`src/rtl/fir_ctrl_pkg.sv`:
```
// Shared encodings for the FIR sequencing controller: ALU ops, FSM states and
// the "no register" address.
package fir_ctrl_pkg;

   localparam logic [2:0] OP_NOP   = 3'b000;
   localparam logic [2:0] OP_COPY  = 3'b001;
   localparam logic [2:0] OP_LOAD1 = 3'b010;
   localparam logic [2:0] OP_LOAD2 = 3'b011;
   localparam logic [2:0] OP_ADD   = 3'b100;
   localparam logic [2:0] OP_SUB   = 3'b101;
   localparam logic [2:0] OP_MUL   = 3'b110;

   typedef enum logic [3:0] {
      IDLE,
      LOAD_C,
      WAIT_C,
      LOAD_D,
      ZERO,
      SHIFT,
      MUL,
      ACC,
      EIDLE
   } state_t;

   // All-ones address; users slice the low REG_ADDR_W bits.
   localparam logic [31:0] NOREG = '1;

endpackage

```
`src/rtl/fir_seq_controller_tap_counter.sv`:
```
// Tap index counter shared by coefficient load, history shift and MAC loops.
module fir_tap_counter #(
   parameter int NUM_TAPS = 4,
   parameter int IDX_W    = 2
) (
   input  logic             clk,
   input  logic             n_rst,
   input  logic             clr,
   input  logic             inc,
   output logic [IDX_W-1:0] idx,
   output logic             last
);

   always_ff @(posedge clk or negedge n_rst) begin
      if (!n_rst) begin
         idx <= '0;
      end else if (clr) begin
         idx <= '0;
      end else if (inc) begin
         idx <= idx + IDX_W'(1);
      end
   end

   assign last = (idx == IDX_W'(NUM_TAPS - 1));

endmodule

```
`src/rtl/fir_seq_controller.sv`:
```
// Sequencing FSM for the FIR datapath: loads coefficients, shifts the sample
// history and runs one MUL/ACC pair per tap.
module fir_seq_controller
   import fir_ctrl_pkg::*;
#(
   parameter int                  NUM_TAPS        = 4,
   parameter int                  REG_ADDR_W      = 4,
   parameter logic [NUM_TAPS-1:0] COEFF_SIGN_MASK = 4'b1010
) (
   input  logic                  clk,
   input  logic                  n_rst,
   input  logic                  dr,
   input  logic                  lc,
   input  logic                  overflow,
   output logic                  cnt_up,
   output logic                  clear,
   output logic                  modwait,
   output logic [2:0]            op,
   output logic [REG_ADDR_W-1:0] src1,
   output logic [REG_ADDR_W-1:0] src2,
   output logic [REG_ADDR_W-1:0] dest,
   output logic                  err,
   output logic                  coeff_loaded,
   output logic                  done,
   output logic [3:0]            dbg_state
);

   localparam int IDX_W = (NUM_TAPS > 1) ? $clog2(NUM_TAPS) : 1;
   localparam logic [REG_ADDR_W-1:0] NO_REG = NOREG[REG_ADDR_W-1:0];
   localparam int unsigned SAMPLE_NEW = NUM_TAPS + 1;
   localparam int unsigned COEFF_BASE = NUM_TAPS + 2;
   localparam int unsigned COEFF_LAST = 2 * NUM_TAPS + 1;
   localparam int unsigned TEMP_REG   = 2 * NUM_TAPS + 2;

   state_t            state;
   state_t            next_state;
   logic [IDX_W-1:0]  idx;
   logic              idx_last;
   logic              idx_clr;
   logic              idx_inc;
   logic              cl_set;
   logic              cl_clr;
   int unsigned       idx_i;

   function automatic logic [REG_ADDR_W-1:0] ra(input int unsigned v);
      return REG_ADDR_W'(v);
   endfunction

   fir_tap_counter #(
      .NUM_TAPS (NUM_TAPS),
      .IDX_W    (IDX_W)
   ) u_tap_counter (
      .clk   (clk),
      .n_rst (n_rst),
      .clr   (idx_clr),
      .inc   (idx_inc),
      .idx   (idx),
      .last  (idx_last)
   );

   assign idx_i     = 32'(idx);
   assign dbg_state = state;

   always_ff @(posedge clk or negedge n_rst) begin
      if (!n_rst) begin
         state        <= IDLE;
         coeff_loaded <= 1'b0;
      end else begin
         state <= next_state;
         if (cl_clr) begin
            coeff_loaded <= 1'b0;
         end else if (cl_set) begin
            coeff_loaded <= 1'b1;
         end
      end
   end

   always_comb begin
      next_state = state;
      cnt_up     = 1'b0;
      clear      = 1'b0;
      modwait    = 1'b0;
      op         = OP_NOP;
      src1       = NO_REG;
      src2       = NO_REG;
      dest       = NO_REG;
      err        = 1'b0;
      done       = 1'b0;
      idx_clr    = 1'b0;
      idx_inc    = 1'b0;
      cl_set     = 1'b0;
      cl_clr     = 1'b0;

      case (state)
         IDLE: begin
            if (dr) begin
               next_state = coeff_loaded ? LOAD_D : EIDLE;
            end else if (lc) begin
               next_state = LOAD_C;
               idx_clr    = 1'b1;
               cl_clr     = 1'b1;
            end
         end
         LOAD_C: begin
            clear   = 1'b1;
            op      = OP_LOAD2;
            dest    = ra(COEFF_BASE + idx_i);
            modwait = 1'b1;
            if (idx_last) begin
               next_state = IDLE;
               cl_set     = 1'b1;
               idx_clr    = 1'b1;
            end else begin
               next_state = WAIT_C;
               idx_inc    = 1'b1;
            end
         end
         WAIT_C: begin
            if (lc) begin
               next_state = LOAD_C;
            end
         end
         LOAD_D: begin
            cnt_up     = 1'b1;
            op         = OP_LOAD1;
            dest       = ra(SAMPLE_NEW);
            next_state = dr ? ZERO : EIDLE;
         end
         ZERO: begin
            op         = OP_SUB;
            src1       = ra(0);
            src2       = ra(0);
            dest       = ra(0);
            modwait    = 1'b1;
            next_state = SHIFT;
            idx_clr    = 1'b1;
         end
         SHIFT: begin
            // History moves down one slot per cycle, oldest slot first.
            op      = OP_COPY;
            src1    = ra(idx_i + 2);
            dest    = ra(idx_i + 1);
            modwait = 1'b1;
            if (idx_last) begin
               next_state = MUL;
               idx_clr    = 1'b1;
            end else begin
               idx_inc    = 1'b1;
            end
         end
         MUL: begin
            // Oldest sample pairs with the last coefficient register.
            op         = OP_MUL;
            src1       = ra(idx_i + 1);
            src2       = ra(COEFF_LAST - idx_i);
            dest       = ra(TEMP_REG);
            modwait    = 1'b1;
            next_state = ACC;
         end
         ACC: begin
            op      = COEFF_SIGN_MASK[idx] ? OP_SUB : OP_ADD;
            src1    = ra(0);
            src2    = ra(TEMP_REG);
            dest    = ra(0);
            modwait = 1'b1;
            if (overflow) begin
               next_state = EIDLE;
               idx_clr    = 1'b1;
            end else if (idx_last) begin
               next_state = IDLE;
               done       = 1'b1;
               idx_clr    = 1'b1;
            end else begin
               next_state = MUL;
               idx_inc    = 1'b1;
            end
         end
         EIDLE: begin
            err = 1'b1;
            if (dr) begin
               next_state = LOAD_D;
            end
         end
         default: begin
            next_state = IDLE;
         end
      endcase
   end

endmodule

```
`config.mk`:
```
export PLATFORM = sky130hd
export DESIGN_NAME = fir_seq_controller
export DESIGN_NICKNAME = d
export VERILOG_FILES = /design/src/rtl/fir_ctrl_pkg.sv /design/src/rtl/fir_seq_controller_tap_counter.sv /design/src/rtl/fir_seq_controller.sv
export SDC_FILE = /design/constraint.sdc
export NUM_CORES = 1
export LEC_CHECK = 0
export ABC_AREA = 0
export BUFFER_PORTS_ARGS = -buffer_cell sky130_fd_sc_hd__buf_2
export CORE_ASPECT_RATIO = 1.1
export CORE_MARGIN = 2
export CORE_UTILIZATION = 41
export DETAILED_ROUTE_END_ITERATION = 7
export GPL_ROUTABILITY_DRIVEN = 0
export MAX_ROUTING_LAYER = met4
export PLACE_DENSITY = 0.69
export SYNTH_ARGS = -nofsm -noshare
export SYNTH_HDL_FRONTEND = slang
export SYNTH_SLANG_ARGS = --single-unit
```
`constraint.sdc`:
```
create_clock -name clk -period 2.25 [get_ports clk]
set_clock_uncertainty 0.1 [all_clocks]
set_input_delay 0.45 -clock clk [delete_from_list [all_inputs] [get_ports clk]]
set_output_delay 0.45 -clock clk [all_outputs]
set_load 0.1 [all_outputs]
```
==> flow_metrics.tcl <==
set metrics [dict create \
    tritoncts_num_sinks 7 \
    netlist_instances 108 \
    finalNetCount 155 \
    route.final.wire_length_mm 2.70 \
    grt_pass1_vias 975 \
    critPathKind "reg -> out" \
    tritoncts "done" \
    antenna_left 0 \
    wl_per_cell_um 16.3 \
    slew_violations 0 \
    drt_first_pass_iters 4 \
    buffer_ports.inserted 29 \
    drive_above_1_share_pct 57.4 \
    critical_path_required_ns 1.70 \
    met3_length_um 172 \
    synth.yosys.warnings 0 \
    final_min_period_over_clock_period_pct 97.6 \
    synth_cell_type_count 35 \
    half_perimeter_wire_length_after_placement_mm 1.95 \
    placementRows 16 \
    hold_viol 0 \
    detail_route.iter0.violations 46 \
    cts.htree.levels 1 \
    worstPathMaxFanout 6 \
    holdCritPathClass "in -> async" \
    initial_core_util_pct 43.5 \
    syn_nets 114 \
    final.fill_count 95 \
    layout-area-overhead-vs-synth_pct 94.7 \
    final_cell_count_no_fill 166 \
    drcViolationCount 0 \
    die_h_um 49.6 \
    core_region_area_mm2 0.00178 \
    root_buffer "clkbuf_4" \
    ctsLongestPathBuffers 2 \
    finalCriticalPeriod_ns 2.20 \
    track_usage_pct 27.0 \
    outcome "finished, final reports clean" \
    routed-wl-met2_mm 1.42 \
    cp-end-kind "output pin" \
    worst-slew-pin-transition_ns 0.495 \
    syn_avg_cell_area_um2 7.18 \
    io_pins 30 \
    wirelength_met1_mm 1.08 \
    critPathArrivalTime_ns 1.65 \
    tritoncts_buffers 3 \
    die_w_um 45.5 \
    slew_headroom_pct 67.2 \
    pin_count_of_the_biggest_net_entering_global_routing 19 \
    ff_latch_count_synth 7 \
    synth-seq-area-share_pct 22.6 \
    drt-vias-per-instance 5.89 \
    cell_area_after_technology_mapping_um2 776 \
    max_cap_violations 0 \
    maxClockFrequency_mhz 455 \
    dr.max_layer_used "met4" \
    cts.reportedPaths.clkPinSlew_ns 0.06 \
    clock_latency_ns 0.26 \
    grt_antenna_before_repair 0 \
    count_of_endpoints_failing_setup_in_the_final_report 0 \
    global_route.overflow_total 0 \
    vias 978 \
    global_route_wire_length_before_repair_mm 4.40 \
    critical_path.startpoint_type "register" \
    antenna_cells 0 \
    post-place-cells 152 \
    floorplan.die_area_mm2 0.00226 \
]
[cells by family after synthesis]
logic type                 Yosys count  synth area share, %
adders and majority gates            1                 1.61
DFF                                  7                 22.6
xor gates and xnor gates             2                 2.26
buffers and inverters               14                 8.23
AOI/OAI and AO/OA                   33                 30.5
muxes                                3                 4.03
and+or+nand+nor                     48                 30.8
[Yosys cell counts (all sizes together)]
library cell / number / share of area, %
nor2b: 3 / 2.4
o211ai: 1 / 0.97
dfrtp: 7 / 23
a22o: 2 / 2.3
or4: 1 / 1.5
a21oi: 8 / 5.6
mux2i: 2 / 2.6
nand2: 14 / 6.8
buf: 4 / 3.4
a211o: 1 / 1.1
a221o: 3 / 3.9
o22ai: 1 / 0.81
nor3b: 3 / 3.5
a21o: 1 / 0.97
or3: 3 / 2.4
ha: 1 / 1.6
a32oi: 1 / 1.1
xor2: 2 / 2.3
o32ai: 1 / 1.1
inv: 5 / 2.4
nor2: 16 / 7.7
nand2b: 4 / 3.2
a31o: 1 / 1.1
o21ai: 11 / 7.1
nor4b: 1 / 1.1
and2: 1 / 0.81
mux2: 1 / 1.5
clkbuf: 5 / 2.4
a31oi: 1 / 0.81
nor3: 2 / 1.3
a2111oi: 1 / 3.5
[area by class of cell]
class                           count  area [um^2]  area share, %
Clock buffer                        4         26.3           1.74
Inverter                            5         18.8           1.24
Multi-Input combinational cell     87          727           48.1
Sequential cell                     7          191           12.7
Tap cell                           18         22.5           1.49
Timing Repair Buffer               45          524           34.7
[critical path, stage by stage, from the launching register on]
cell and delay [ns]:
dfrtp_4 0.50, inv_1 0.20, mux2_2 0.39, nor2_4 0.11, buf_12 0.18
[cells in the final DEF (no fill, tap or decap), types with 3 or more instances in the layout]
cell type / count
inv_1: 4
a21oi_1: 6
nor2_1: 9
nor2b_1: 3
or3_1: 3
buf_2: 13
o21ai_0: 4
nand2_1: 11
nor2_4: 5
buf_12: 17
buf_4: 13
dfrtp_4: 4
clkbuf_4: 3
o21ai_4: 5
[per-layer routing]
layer | up-vias | global-route usage, %
met1 | 468 | 31.8
met3 | 5 | 9.16
li1 | 462 | -
met2 | 43 | 41.1
met5 | - | -
met4 | 0 | 11.3
[state kept, by name, indices dropped and copies added (netlist names)]
register / count
dbg_state: 4
coeff_loaded: 1
u_tap_counter.idx: 2
[worst paths after layout]
kind                              start                   end  slack [ns]  cells past startpoint
min in group clk               overflow          dbg_state[3]        0.45                      2
max in group asynchronous         n_rst          dbg_state[0]        1.43                      2
min                               n_rst          coeff_loaded        0.45                      2
max                        dbg_state[0]                 op[1]        0.05                      4
max reg2reg                dbg_state[1]  u_tap_counter.idx[1]        0.31                      5
min reg2reg                coeff_loaded          coeff_loaded        0.50                      2
[through the flow]
| stage | area, um^2 | worst slack (ns) | hold slack [ns] | utilization (%) | setup TNS [ns] |
|---|---|---|---|---|---|
| CTS | 1440 | 0.00311 | 0.440 | 80.9 | 0 |
| finish | 1510 | 0.0529 | 0.447 | 84.8 | 0 |
| detailed placement | 1370 | 0.235 | 0.189 | 76.9 | 0 |
| global placement | 1370 | 0.269 | 0.184 | 76.9 | 0 |
| global route | 1510 | -0.0222 | 0.466 | 84.8 | -0.0222 |
| floorplan | 991 | -0.567 | 0.0544 | - | -1.91 |
[timing repair]
action / CTS / global route
hold buffers: 1 / 0
endpoints found under the hold margin: 7 / 0
pin swaps: 0 / 2
endpoints found under the setup margin: 7 / 8
resized for setup: 2 / 7
buffers inserted: 4 / 5
cloned: 0 / 0
Power is not shown: default switching activity piles up to over one toggle a cycle in this logic, so the estimate is an artifact.
